--- config.mk ---
export PLATFORM = sky130hd
export DESIGN_NAME = glyph_field_renderer
export DESIGN_NICKNAME = d
export VERILOG_FILES = /design/src/rtl/glyph_field_renderer_pkg.sv /design/src/rtl/glyph_field_renderer_slot_bank.sv /design/src/rtl/glyph_field_renderer.sv
export SDC_FILE = /design/constraint.sdc
export NUM_CORES = 1
export LEC_CHECK = 0
export BUFFER_PORTS_ARGS = -buffer_cell sky130_fd_sc_hd__buf_4
export CAP_MARGIN = 10
export CORE_MARGIN = 8
export CORE_UTILIZATION = 40
export CTS_CLUSTER_SIZE = 12
export DETAILED_ROUTE_END_ITERATION = 8
export HOLD_SLACK_MARGIN = 0.05
export PLACE_DENSITY = 0.73
export SLEW_MARGIN = 0
export SYNTH_ARGS = -nofsm -noshare
export SYNTH_HDL_FRONTEND = slang
export SYNTH_SLANG_ARGS = --single-unit
--- constraint.sdc ---
create_clock -name clk -period 2.3 [get_ports clk]
set_input_delay 0.46 -clock clk [delete_from_list [all_inputs] [get_ports clk]]
set_output_delay 0.46 -clock clk [all_outputs]
set_load 0.02 [all_outputs]
--- src/rtl/glyph_field_renderer_pkg.sv ---
// Shared constants and commit-FSM encoding for the glyph field renderer.
package glyph_field_renderer_pkg;

  localparam int         GLYPH_W    = 16;
  localparam int         GLYPH_H    = 32;
  localparam logic [3:0] BLANK_CODE = 4'hF;
  localparam int         RGB_W      = 12;

  typedef enum logic [1:0] {
    ST_IDLE    = 2'd0,
    ST_PENDING = 2'd1,
    ST_COPY    = 2'd2
  } commit_state_e;

endpackage

--- src/rtl/glyph_field_renderer_slot_bank.sv ---
// Shadow/display slot register pair: the writer fills the shadow bank,
// a copy strobe publishes the whole bank to the display side at once.
module glyph_slot_bank
  import glyph_field_renderer_pkg::*;
#(
  parameter int NUM_SLOTS = 8
) (
  input  logic       clk,
  input  logic       reset,
  input  logic       wr_en,
  input  logic [2:0] wr_slot,
  input  logic [3:0] wr_code,
  input  logic       copy,
  input  logic [2:0] rd_slot,
  output logic [3:0] rd_code
);

  localparam logic [3:0] SLOT_LIM = 4'(NUM_SLOTS);

  logic [7:0][3:0] shadow_q, shadow_d;
  logic [7:0][3:0] display_q, display_d;

  always_comb begin
    shadow_d  = shadow_q;
    display_d = display_q;
    // Out-of-range slots are accepted by the handshake but dropped here.
    if (wr_en && ({1'b0, wr_slot} < SLOT_LIM)) begin
      shadow_d[wr_slot] = wr_code;
    end
    if (copy) begin
      display_d = shadow_q;
    end
  end

  always_ff @(posedge clk) begin
    if (reset) begin
      shadow_q  <= {8{BLANK_CODE}};
      display_q <= {8{BLANK_CODE}};
    end else begin
      shadow_q  <= shadow_d;
      display_q <= display_d;
    end
  end

  assign rd_code = display_q[rd_slot];

endmodule

--- src/rtl/glyph_field_renderer.sv ---
// Maps the VGA pixel position onto a row of 16x32 glyph slots, drives the glyph ROM
// and returns the pixel colour two pixel ticks later, with a blinking edit cursor.
module glyph_field_renderer
  import glyph_field_renderer_pkg::*;
#(
  parameter int         ORIGIN_X     = 192,
  parameter int         ORIGIN_Y     = 224,
  parameter int         NUM_SLOTS    = 8,
  parameter int         BLINK_FRAMES = 30,
  parameter logic [11:0] BG_COLOR    = 12'h000
) (
  input  logic        clk,
  input  logic        reset,
  input  logic        pixel_tick,
  input  logic [9:0]  pixel_x,
  input  logic [9:0]  pixel_y,
  input  logic        video_on,
  input  logic        frame_start,
  input  logic        wr_valid,
  output logic        wr_ready,
  input  logic [2:0]  wr_slot,
  input  logic [3:0]  wr_code,
  input  logic        commit,
  output logic        busy,
  input  logic        cursor_en,
  input  logic [2:0]  cursor_slot,
  output logic [3:0]  glyph_sel,
  output logic [4:0]  glyph_row,
  output logic [3:0]  glyph_col,
  input  logic [11:0] rom_pixel,
  output logic [11:0] rgb,
  output logic        rgb_valid
);

  localparam logic [9:0] ORG_X      = 10'(ORIGIN_X);
  localparam logic [9:0] ORG_Y      = 10'(ORIGIN_Y);
  localparam logic [9:0] FIELD_W    = 10'(NUM_SLOTS * GLYPH_W);
  localparam logic [9:0] FIELD_H    = 10'(GLYPH_H);
  localparam logic [7:0] BLINK_LAST = 8'(BLINK_FRAMES - 1);

  commit_state_e    state_q, state_d;
  logic             copy_en;
  logic [7:0]       frame_cnt_q, frame_cnt_d;
  logic             blink_phase_q, blink_phase_d;

  logic [9:0]       dx, dy;
  logic [2:0]       slot;
  logic [3:0]       slot_code;
  logic             in_field, blank;

  logic [3:0]       glyph_sel_q, glyph_sel_d;
  logic [4:0]       glyph_row_q, glyph_row_d;
  logic [3:0]       glyph_col_q, glyph_col_d;
  logic             in_field_q, in_field_d;
  logic             video_on_q, video_on_d;
  logic             blank_q, blank_d;
  logic [RGB_W-1:0] rgb_q, rgb_d;
  logic             rgb_valid_q, rgb_valid_d;

  assign wr_ready = (state_q != ST_COPY);
  assign busy     = (state_q != ST_IDLE);

  glyph_slot_bank #(.NUM_SLOTS(NUM_SLOTS)) u_bank (
    .clk     (clk),
    .reset   (reset),
    .wr_en   (wr_valid & wr_ready),
    .wr_slot (wr_slot),
    .wr_code (wr_code),
    .copy    (copy_en),
    .rd_slot (slot),
    .rd_code (slot_code)
  );

  // Commit arriving together with frame_start only arms; the copy waits a full frame.
  always_comb begin
    state_d = state_q;
    copy_en = 1'b0;
    case (state_q)
      ST_IDLE:    if (commit) state_d = ST_PENDING;
      ST_PENDING: if (frame_start) state_d = ST_COPY;
      ST_COPY: begin
        copy_en = 1'b1;
        state_d = ST_IDLE;
      end
      default:    state_d = ST_IDLE;
    endcase
  end

  always_comb begin
    frame_cnt_d   = frame_cnt_q;
    blink_phase_d = blink_phase_q;
    if (!cursor_en) begin
      frame_cnt_d   = '0;
      blink_phase_d = 1'b0;
    end else if (frame_start) begin
      if (frame_cnt_q == BLINK_LAST) begin
        frame_cnt_d   = '0;
        blink_phase_d = ~blink_phase_q;
      end else begin
        frame_cnt_d = frame_cnt_q + 8'd1;
      end
    end
  end

  // Unsigned subtraction plus the >= origin test clips the field without wrap-around.
  always_comb begin
    dx       = pixel_x - ORG_X;
    dy       = pixel_y - ORG_Y;
    slot     = dx[6:4];
    in_field = (pixel_x >= ORG_X) & (dx < FIELD_W) & (pixel_y >= ORG_Y) & (dy < FIELD_H);
    blank    = (slot_code == BLANK_CODE) |
               (cursor_en & blink_phase_q & (slot == cursor_slot));
  end

  always_comb begin
    glyph_sel_d = glyph_sel_q;
    glyph_row_d = glyph_row_q;
    glyph_col_d = glyph_col_q;
    in_field_d  = in_field_q;
    video_on_d  = video_on_q;
    blank_d     = blank_q;
    rgb_d       = rgb_q;
    rgb_valid_d = rgb_valid_q;
    if (pixel_tick) begin
      glyph_sel_d = slot_code;
      glyph_row_d = dy[4:0];
      glyph_col_d = dx[3:0];
      in_field_d  = in_field;
      video_on_d  = video_on;
      blank_d     = blank;
      if (!video_on_q)                rgb_d = '0;
      else if (in_field_q && !blank_q) rgb_d = rom_pixel;
      else                            rgb_d = BG_COLOR;
      rgb_valid_d = video_on_q;
    end
  end

  always_ff @(posedge clk) begin
    if (reset) begin
      state_q       <= ST_IDLE;
      frame_cnt_q   <= '0;
      blink_phase_q <= 1'b0;
      glyph_sel_q   <= '0;
      glyph_row_q   <= '0;
      glyph_col_q   <= '0;
      in_field_q    <= 1'b0;
      video_on_q    <= 1'b0;
      blank_q       <= 1'b0;
      rgb_q         <= '0;
      rgb_valid_q   <= 1'b0;
    end else begin
      state_q       <= state_d;
      frame_cnt_q   <= frame_cnt_d;
      blink_phase_q <= blink_phase_d;
      glyph_sel_q   <= glyph_sel_d;
      glyph_row_q   <= glyph_row_d;
      glyph_col_q   <= glyph_col_d;
      in_field_q    <= in_field_d;
      video_on_q    <= video_on_d;
      blank_q       <= blank_d;
      rgb_q         <= rgb_d;
      rgb_valid_q   <= rgb_valid_d;
    end
  end

  assign glyph_sel = glyph_sel_q;
  assign glyph_row = glyph_row_q;
  assign glyph_col = glyph_col_q;
  assign rgb       = rgb_q;
  assign rgb_valid = rgb_valid_q;

endmodule

# Word level (Yosys, flattened, before mapping)

Cells that the tools add are included.

Input bits: 50
Output and inout bits: 28
ROM bits: 0
Register bits after elaboration: 104
Logic and storage cells: 74
Memories: 0
Bits in writable memories: 0
Latch bits: 0

$lt $le $gt $ge: 7
Bitwise operators: 9
Add/sub/neg operators: 3
Shift-type cells: 0
Reductions and logical operators: 8
Multiplexer cells: 12
Equality and inequality tests: 8
Div/mod/pow operators: 0
Multipliers: 0

Operators with widths:

| kind                                                                          | number |
|---|---|
| 32-bit bitwise mux                                                            | 1 |
| 12-bit 2-to-1 mux                                                             | 2 |
| 10-bit by 8-bit >= comparator with 1-bit output, second input constant        | 2 |
| 10-bit by 8-bit subtractor with 10-bit output, second input constant          | 2 |
| 4-bit binary-select mux with 3-bit select                                     | 1 |
| 4-bit demux with 3-bit select                                                 | 1 |
| 10-bit by 6-bit less-than comparator with 1-bit output, second input constant | 1 |
| 10-bit by 8-bit less-than comparator with 1-bit output, second input constant | 1 |
| 8-bit by 1-bit adder with 8-bit output, second input constant                 | 1 |
| 8-bit by 5-bit == test with 1-bit output, second input constant               | 1 |
| 3-bit by 4-bit less-than comparator with 1-bit output, second input constant  | 2 |
| 4-bit 2-to-1 mux                                                              | 2 |
| 8-bit 2-to-1 mux                                                              | 1 |
| 1-bit AND                                                                     | 6 |
| 2-bit != test, second input constant                                          | 3 |
| 4-bit == test, second input constant                                          | 1 |
| 2-bit 2-to-1 mux                                                              | 2 |
| 2-bit one-hot mux with 2 select lines                                         | 1 |
| 2-bit AND reduction                                                           | 2 |
| 3-bit == test                                                                 | 1 |
| 3-bit by 1-bit >= comparator with 1-bit output, second input constant         | 1 |
| 2-bit by 1-bit == test with 1-bit output, second input constant               | 1 |
| 2-bit == test, second input constant                                          | 1 |
| 1-bit logical AND                                                             | 2 |
| 7 further kinds                                                               | 8 |

# Depth between registers and ports, before layout

Gate-level depths: netlist of run 1.

Depth after elaboration: 5
Depth in mapped cells: 7
Depth with buffers taken out: 6

# Cells and area by module

From an unflattened synthesis of run 1, not the netlist that was laid out.

Cell total of the unflattened synthesis: 423
Area total of the unflattened synthesis: 4398.0 sq um

Modules (own cells, without submodules):

| module               | sequential area each (sq um) | cells an instance | instances | area each (sq um) |
|---|---|---|---|---|
| glyph_slot_bank      | 1281.2                       | 236               | 1         | 2670.1 |
| glyph_field_renderer | 800.8                        | 187               | 1         | 1727.9 |

# Least setup slack after synthesis of run 1

OpenSTA, ideal clock, no wires.

Path type: input -> register
From: in pixel_x[4]
To: reg blank_q
Arrival time: 1.708 ns
Slack: 0.501 ns
Data required time: 2.209 ns
Stages on the path: 5
Library setup time: 0.091 ns
Cells stage by stage: buf_6 mux4_1 mux2i_1 or4_1 a311oi_1

Word-level cells in the longest chain between the ends: 5
Elaborated cells between the ends (all ways): 7

Ends and longest elaborated chain:

| item                                              | line                                 | source |
|---|---|---|
| start: declaration                                | glyph_field_renderer.sv:15           | `input logic [9:0] pixel_x,` |
| 10-bit by 8-bit subtractor with 10-bit output (*) | glyph_field_renderer.sv:107          | `dx = pixel_x - ORG_X;` |
| 4-bit binary-select mux with 3-bit select         | glyph_field_renderer_slot_bank.sv:45 | `assign rd_code = display_q[rd_slot];` |
| 4-bit 2-to-1 mux (implied by the code)            | glyph_field_renderer_slot_bank.sv:45 |  |
| 4-bit == test                                     | glyph_field_renderer.sv:111          | `blank = (slot_code == BLANK_CODE) \|` |
| 1-bit bitwise OR (*)                              | glyph_field_renderer.sv:111          |  |
| end signal: assignment                            | glyph_field_renderer.sv:160          | `blank_q <= blank_d;` |
| end: declaration                                  | glyph_field_renderer.sv:56           | `logic blank_q, blank_d;` |

Mark *: on every way between the ends. The rest lies on a longest branch, timed or not. The select of a mux whose other input is x is not followed.
A chain may end at the register's enable or synchronous reset.

# Worst setup path in the final report of run 1

From: reg state_q[1]
To: out wr_ready

Word-level cells in the longest chain between the ends: 1

Ends and longest elaborated chain:

| item                     | line                        | source |
|---|---|---|
| start: declaration       | glyph_field_renderer.sv:41  | `commit_state_e state_q, state_d;` |
| start signal: assignment | glyph_field_renderer.sv:152 | `state_q <= state_d;` |
| 2-bit != test            | glyph_field_renderer.sv:60  | `assign wr_ready = (state_q != ST_COPY);` |
| end: declaration         | glyph_field_renderer.sv:20  | `output logic wr_ready,` |

No other way between the ends.

==> metrics, run 1 <==
RSZ-0062 raised after global routing no; Final Hold Violating Endpoints 0; antenna violations before repair 0; Congestion Overflow GR 0; # nets final between 500 and 600; number of non-filler instances in the completed layout ~660; synthesis-to-layout area growth 20.33%; io pins 78; Die Area 14330 sq um; R2R Setup Slk roughly 0.57 ns; Core Footprint 10650 sq um; TritonCTS clock tree yes; final setup vio count 0; vias in the first global route about 3300; Mean Syn Cell Area roughly 9.5 sq um; Skew-Pair Late Insertion Delay 0.37 ns; final setup TNS 0 ns; fmax 510.1 MHz; top_reg_cell synth dfxtp_1; fillers 1017; pre-CTS setup slack 0.3658 ns; Post-Place Cells 645; Setup WS post-layout around 0.34 ns; post-synth net total 506; status completed; post-synth top area share 48.40%; clock sink total 104; Synth Instances roughly 450; Design Area, Final 5176 sq um; Diodes inserted 0; Slew Limit Fails 0; Post-synth EDFFs 0; synth top area cells dfxtp_1 48%, a211o_1 6.5%, nand2_1 6.1%; multi-input logic area 2066 sq um; top-count cell post-synth dfxtp_1; synth unique cells 38; Final Skew around 0.010 ns; WL/cell 15.21 um; vias 3371; Peak supply drop 0.0003896 V; FP Rows 38; Slew headroom 56.03%; Final HPWL DP roughly 7400 um; layout cells sized above 1 20.15%; DP Area 4972 sq um; DRC errors left 0; chip width about 120 um; DR vias/cell 5.100; Max clock buf depth 2; max cap viols 0; Slew @ Worst Pin 0.6596 ns; Setup Fix Bufs, Post-CTS 0; final WL between 10000 and 15000 um; worst hold-check path type in2reg; Synth Register Bits 104; port buffer count slightly below 80; Worst setup EP type primary output; final worst-path cycle share 85.24%; crit path max fanout 7; post-layout util between 40% and 50%; CP Launch Type flop; TritonCTS buffer count 9; CP max stage cell nor2b_2; aggregate global-route resource usage 14.21%; Crit path arrival time 1.50 ns; TritonRoute pass-1 iters 5; first-pass GRT wire length 16680 um; power per cell area around 660 nW/um^2; post_cts resized 0; hold_buf cts 0; share of the yosys chip area belonging to registers 48.40%; Pwr Total approximately 3.4 mW; worst-path cell chain nor2b_2 > inv_2 > buf_4; max incr delay on CP 0.44 ns; placer's final routability congestion estimate 0.7631; die height 119.7 um; FF/Latch Area approximately 2100 sq um; Synthesis Warnings 0; leakage between 2 and 2.5 nW; Antenna Nets Post-Route 0; cell taking the most area after synthesis dfxtp_1; Worst Path Buf+Inv 2; starting density of the core 40.39%; kind of critical path reg2out; H-tree Lvls 3; FFs w/ async S/R, synth 0%; Root Driver clkbuf_8; number of DRC markers in iteration 0 273; Reg clk slew, reported paths 0.10 ns; hold slack 0.3162 ns; Post-synth top cells 104 x dfxtp_1, 70 x nand2_1, 53 x nor2_1, 34 x nand3b_1, 32 x a211o_1; crit path time final a little under 2 ns; Netlist Area Pre-Place about 4300 sq um; crit-path leading delay family simple AND/OR/NAND/NOR gates; pin count of the biggest net entering global routing 75; WP data required 1.84 ns
[registers in the layout, summed over array words and instances (netlist names)]
register	flops
blank_q	1
glyph_sel	4
blink_phase_q	1
in_field_q	1
u_bank.shadow_q	32
rgb	12
state_q	2
rgb_valid	1
glyph_col	4
frame_cnt_q	8
glyph_row	5
u_bank.display_q	32
video_on_q	1
[logic make-up after synthesis]
| group | Yosys count | share of synthesized area (%) |
|---|---|---|
| flops | 104 | 48.40 |
| xor+xnor | 12 | 2.443 |
| fa+ha+maj | 4 | 1.164 |
| simple gates | 216 | 26.12 |
| mux | 23 | 8.377 |
| buf+inv | 37 | 3.636 |
| compound gates | 56 | 9.861 |
[where the power goes]
group,switching (mW),internal (mW),leakage [nW],total [mW]
Sequential,0.0348,1.86,0.849,1.90
Combinational,0.180,0.174,1.23,0.354
Clock,0.621,0.539,0.107,1.16
Total,0.836,2.57,2.19,3.41
[layout make-up]
class                           instances  share of cell area [%]
Inverter                                7                  0.5076
Timing Repair Buffer                   83                   12.04
Sequential cell                       104                   40.22
Tap cell                              140                   3.384
Multi-Input combinational cell        311                   39.91
Clock inverter                          6                   1.281
Clock buffer                           10                   2.659
[routing by layer]
metal  GRT usage, %  vias up  wire, um
met5              0        -         0
met4          2.888        0        76
met3          5.214        7       588
met2          23.33       84      4711
met1          17.52     1596      4678
li1               -     1684         -
[path summary, 6_finish.rpt]
check	from	to	depth (start not counted)
worst max register to register	state_q[1]	u_bank.shadow_q[16]	5
worst min register to register	u_bank.display_q[2]	u_bank.display_q[2]	2
worst min-delay path	rom_pixel[5]	rgb[5]	3
worst max-delay path	state_q[1]	wr_ready	3
[cells in the final DEF (no fill, tap or decap), types with 5 or more instances in the layout]
cell      netlist  final
a211o_1        32     32
a211oi_1        5      5
a21oi_1        16     16
buf_4           0     83
clkbuf_8        0     10
dfxtp_1       104    104
inv_1           6      6
mux2i_1        15     15
mux4_1          8      8
nand2_1        70     70
nand3b_1       34     34
nor2_1         53     53
nor2b_1        30     29
xor2_1          8      8
[worst register-to-register path, stage by stage, from the launching register on]
cell and delay, ns:
dfxtp_1 0.37, nor2b_2 0.44, inv_2 0.14, nand4b_1 0.32, nor2_1 0.08, a211o_1 0.28
Note: power is estimated with default switching activity, not from simulation.
==> run 2: changes to the inputs <==
--- a/config.mk
+++ b/config.mk
@@ -7,8 +7,10 @@
 export LEC_CHECK = 0
 export BUFFER_PORTS_ARGS = -buffer_cell sky130_fd_sc_hd__buf_4
 export CAP_MARGIN = 10
+export CORE_ASPECT_RATIO = 1.5
 export CORE_MARGIN = 8
 export CORE_UTILIZATION = 40
+export CTS_BUF_LIST = sky130_fd_sc_hd__clkbuf_2
 export CTS_CLUSTER_SIZE = 12
 export DETAILED_ROUTE_END_ITERATION = 8
 export HOLD_SLACK_MARGIN = 0.05
==> metrics, run 2 (same netlist as run 1, synthesis figures left out) <==
worst reg2reg path depth 4 (-1); Slew Limit Fails 0 (unchanged); clock sink total 104 (unchanged); final setup vio count 0 (unchanged); Met3 Routed Length 585 um (-0.51%); Final Hold Violating Endpoints 0 (unchanged); DRC errors left 0 (unchanged); power per cell area 599.5 nW/um^2 (-9.0%); first-pass GRT wire length 16080 um (-3.6%); Worst setup EP type primary output; Sw Pwr 0.7775 mW (-7.0%); H-tree Lvls 3 (unchanged); WL met2 4883 um (+3.7%); final worst-path cycle share 91.96% (+6.7 points); pin count of the biggest net entering global routing 55 (-27%); TritonCTS clock tree yes; RSZ-0062 raised after global routing no; Peak supply drop 0.0002104 V (-46%); fmax 472.8 MHz (-7.3%); synthesis-to-layout area growth 19.17%; placer's final routability congestion estimate 0.7646 (+0.20%); Antenna Nets Post-Route 0 (unchanged); TritonRoute pass-1 iters 4 (-1); commonest non-fill, non-tap cell in the layout dfxtp_1; Skew-Pair Late Insertion Delay 0.58 ns (+0.21 ns); antenna violations before repair 1 (+1); Worst Setup SP state_q[0]; TritonCTS buffer count 9 (unchanged); Congestion Overflow GR 0 (unchanged); reg2reg end u_bank.shadow_q[25]; FP Rows 46 (+21%); # nets final 573 (+0.53%); Met1 Routed Length 4104 um (-12%); hold path cells 3 (unchanged); max cap viols 0 (unchanged); Reg-to-Reg Start state_q[0]; vias in the first global route 3325 (-0.15%); Final HPWL DP 7215 um (-2.3%); number of DRC markers in iteration 0 155 (-43%); Slew headroom 65.16% (+9.1 points); port buffer count 77 (unchanged); power share of the sequential group 61.9% (+6.3 points); CP Launch Type flop; internal power 2.296 mW (-11%); DR vias/cell 4.994 (-2.1%); final setup TNS 0 ns (unchanged); crit path max fanout 33 (+26); vias 3341 (-0.89%); final WL 9709 um (-3.4%); layout cells sized above 1 19.85% (-0.31 points); leakage 2.165 nW (-0.91%); commonest non-fill, non-tap cells in the layout 104 x dfxtp_1, 83 x buf_4, 70 x nand2_1; Slew @ Worst Pin 0.5203 ns (-0.1393 ns); aggregate global-route resource usage 14.00% (-0.21 points); status completed; Crit path arrival time 1.66 ns (+0.16 ns); post-layout util 48.67% (+0.067 points); Critical Path End wr_ready; switching power share of the total 25.30% (+0.78 points); Final Skew 0.02609 ns (+0.01568 ns); WL/cell 14.51 um (-4.6%); Reg clk slew, reported paths 0.26 ns (+0.16 ns); io pins 78 (unchanged); crit path time final 2.115 ns (+0.1546 ns); top routing layer in use met4; R2R Setup Slk 0.51 ns (-0.06 ns); die height 143.0 um (+19%); worst hold-check path type in2reg; Root Driver clkbuf_2; starting density of the core 40.84% (+0.45 points); clock share of power 26.6% (-7.4 points); chip width 100.7 um (-16%); Max clock buf depth 2 (unchanged); kind of critical path reg2out; Core Footprint 10530 sq um (-1.1%); Comb pwr share 11.4% (+1.0 points); WP data required 1.84 ns (about the same); Die Area 14400 sq um (+0.48%)
run 2: cell count changes in the layout (fill, tap and decap cells not counted), sizes merged:
cell / delta
buf: +1
clkinv: +2
inv: -2
dlygate4sd3: +2
diode: +1
run 2: stage by stage:
stage | power (mW) | cell area, sq um | instances | hold WS (ns) | setup WS (ns)
5_1_grt | 3.230 | 5126 | 669 | 0.05303 | 0.05215
6_report | 3.073 | 5126 | 669 | 0.09779 | 0.1849
4_1_cts | 3.117 | 5120 | 668 | 0.05070 | 0.05723
3_3_place_gp | 2.276 | 4977 | 649 | 0.4419 | 0.4188
2_1_floorplan | 2.142 | 4302 | 452 | 0.4279 | 0.5012
3_5_place_dp | 2.288 | 4977 | 649 | 0.4507 | 0.3375
run 2: worst min path at each step:
stage	start	endpoint	slack, ns
after floorplan	state_q[1]	state_q[1]	0.43
after global placement	state_q[1]	state_q[1]	0.44
after detailed placement	u_bank.display_q[24]	u_bank.display_q[24]	0.45
after CTS	rom_pixel[5]	rgb[5]	0.05
after global routing	video_on	video_on_q	0.05
final	rom_pixel[5]	rgb[5]	0.1
run 2: worst max-delay path, stage by stage, from the launching register on:
cell and delay (ns):
dfxtp_1 0.48, nor2b_4 0.07, inv_2 0.09, buf_6 0.24, buf_4 0.19
run 2: power by group through the flow:
stage	Combinational, mW	Sequential, mW	Clock (mW)
floorplan	0.197	1.95	0
detailed placement	0.351	1.94	0
CTS	0.355	1.90	0.857
global placement	0.341	1.94	0
global route	0.390	1.92	0.925
finish	0.351	1.90	0.819
run 2: layout make-up:
cell class              instances  area, sq um
flip-flops and latches        104         2082
diodes                          1        2.502
clock inverters                 6        60.06
multi-input cells             311         2071
well taps                     144        180.2
inverters                       7        26.28
clock buffers                  10        50.05
repair buffers                 86        654.4
fillers                      1031         5406
run 2: per-layer routing:
| metal | up-vias | global-route usage, % |
|---|---|---|
| met3 | 9 | 4.191 |
| met2 | 84 | 24.75 |
| met1 | 1553 | 15.14 |
| li1 | 1695 | - |
| met4 | 0 | 5.360 |
| met5 | - | 0 |
run 2: what timing repair did:
action	in CTS	in global routing
setup buffers	1	0
endpoints found under the hold margin	2	0
endpoints found under the setup margin	1	1
hold buffers	2	0
gates resized for setup	1	1
==> run 3: changes to the inputs <==
--- a/config.mk
+++ b/config.mk
@@ -5,12 +5,12 @@
 export SDC_FILE = /design/constraint.sdc
 export NUM_CORES = 1
 export LEC_CHECK = 0
-export BUFFER_PORTS_ARGS = -buffer_cell sky130_fd_sc_hd__buf_4
+export BUFFER_PORTS_ARGS = -buffer_cell sky130_fd_sc_hd__buf_2
 export CAP_MARGIN = 10
 export CORE_ASPECT_RATIO = 1.5
 export CORE_MARGIN = 8
 export CORE_UTILIZATION = 40
-export CTS_BUF_LIST = sky130_fd_sc_hd__clkbuf_2
+export CTS_BUF_LIST = sky130_fd_sc_hd__clkbuf_16
 export CTS_CLUSTER_SIZE = 12
 export DETAILED_ROUTE_END_ITERATION = 8
 export HOLD_SLACK_MARGIN = 0.05
==> metrics, run 3 (same netlist as run 1, synthesis figures left out) <==
synthesis-to-layout area growth 17.45%; RSZ-0062 raised after global routing no; pre-CTS setup slack 0.3643 ns (+0.02679 ns); Crit path arrival time 1.44 ns (-0.22 ns); Root Driver clkbuf_16; Reg clk slew, reported paths 0.07 ns (-0.19 ns); number of DRC markers in iteration 0 143 (-7.7%); Final HPWL DP 7025 um (-2.6%); worst hold-check path type in2reg; crit path max fanout 10 (-70%); Max clock buf depth 2 (unchanged); fillers 997 (-3.3%); io pins 78 (unchanged); CP max stage cell dfxtp_1; final WL 9292 um (-4.3%); switching power share of the total 23.29% (-2.0 points); worst-path cell chain nor2b_2 > inv_2 > buf_2; final setup vio count 0 (unchanged); Comb pwr share 8.9% (-2.5 points); TritonCTS buffer count 9 (unchanged); CP Launch Type flop; WL/cell 13.95 um (-3.9%); die height 143.0 um (unchanged); DRC errors left 0 (unchanged); final setup TNS 0 ns (unchanged); Skew-Pair Late Insertion Delay 0.34 ns (-0.24 ns); Slew headroom 66.84% (+1.7 points); grt met1 use 13.33% (-1.8 points); chip width 100.7 um (unchanged); post_cts resized 0 (-1); commonest non-fill, non-tap cells in the layout 104 x dfxtp_1, 77 x buf_2, 70 x nand2_1; power per cell area 700.7 nW/um^2 (+17%); port buffer count 77 (unchanged); aggregate global-route resource usage 13.29% (-0.71 points); crit path time final 1.897 ns (-0.2179 ns); max incr delay on CP 0.35 ns (-0.13 ns); vias in the first global route 3235 (-2.7%); hold_buf cts 0 (-2); Setup Fix Bufs, Post-CTS 0 (-1); Peak supply drop 0.0003590 V (+71%); WP data required 1.84 ns (about the same); clock share of power 37.6% (+11 points); Setup WS post-layout 0.4028 ns (+0.2179 ns); crit-path leading delay family buffers and inverters; clock sink total 104 (unchanged); Antenna Nets Post-Route 0 (unchanged); leakage 2.170 nW (+0.24%); final worst-path cycle share 82.49% (-9.5 points); Slew Limit Fails 0 (unchanged); TritonCTS clock tree yes; Slew @ Worst Pin 0.4953 ns (-0.02499 ns); Congestion Overflow GR 0 (unchanged); placer's final routability congestion estimate 0.7893 (+3.2%); met3 Usage GRT 4.191% (unchanged); FF/Latch Area 2082 sq um (unchanged); starting density of the core 40.84% (unchanged); fmax 527.1 MHz (+11%); pin count of the biggest net entering global routing 50 (-9.1%); Sw Pwr 0.8247 mW (+6.1%); internal power 2.716 mW (+18%); Diodes inserted 0 (-1); status completed; layout cells sized above 1 19.92% (+0.076 points); Final Hold Violating Endpoints 0 (unchanged); Core Footprint 10530 sq um (unchanged); GR Util met2 23.66% (-1.1 points); first-pass GRT wire length 15190 um (-5.6%); antenna violations before repair 0 (-1); max cap viols 0 (unchanged); Die Area 14400 sq um (unchanged); H-tree Lvls 3 (unchanged); Worst Path Buf+Inv 2 (-1); TritonRoute pass-1 iters 5 (+1); FP Rows 46 (unchanged); power share of the sequential group 53.6% (-8.3 points); kind of critical path reg2out; commonest non-fill, non-tap cell in the layout dfxtp_1; DR vias/cell 4.953 (-0.81%); # nets final 572 (-0.17%); hold slack 0.3441 ns (+0.2463 ns); GRT Max-Usage Layer met2; vias 3299 (-1.3%); Final Skew 0.005479 ns (-0.02061 ns); multi-input logic area 2066 sq um (-0.24%); Worst setup EP type primary output
[run 3: per-stage QoR]
stage / instances / power (mW) / util (%) / area [sq um]
after global placement: 651 / 2.241 / 45.57 / 4800
final: 666 / 3.540 / 47.97 / 5052
after global routing: 666 / 3.690 / 47.97 / 5052
after detailed placement: 651 / 2.253 / 45.57 / 4800
after floorplan: 452 / 2.142 / - / 4302
after CTS: 666 / 3.578 / 47.97 / 5052
[run 3: path summary, 6_finish.rpt]
path	startpoint	depth (start not counted)	end	slack [ns]
max reg2reg	state_q[1]	5	u_bank.shadow_q[17]	0.56
min	rom_pixel[7]	3	rgb[7]	0.34
max	state_q[1]	3	wr_ready	0.40
min reg2reg	state_q[1]	1	state_q[0]	0.46
[run 3: final cells by class]
type,count,share of cell area (%)
inverters,7,0.5201
well taps,144,3.566
flip-flops and latches,104,41.21
multi-input cells,311,40.89
clock buffers,9,4.458
clock inverters,6,0.5448
repair buffers,85,8.816
[run 3: tightest hold or removal path, stage by stage]
cell     delay [ns]
buf_2          0.07
a21oi_1        0.05
nor2_1         0.07
[run 3: power by group through the flow]
| stage | Clock, mW | Combinational (mW) | Sequential [mW] |
|---|---|---|---|
| CTS | 1.36 | 0.318 | 1.90 |
| global route | 1.44 | 0.350 | 1.90 |
| detailed placement | 0 | 0.316 | 1.94 |
| floorplan | 0 | 0.197 | 1.95 |
| global placement | 0 | 0.308 | 1.93 |
| finish | 1.33 | 0.314 | 1.90 |
[run 3: per-layer routing]
metal | up-vias | part of all wire (%)
met1 | 1516 | 41
met4 | 0 | 3.0
met5 | - | 0
met3 | 15 | 6.7
met2 | 82 | 49
li1 | 1686 | -
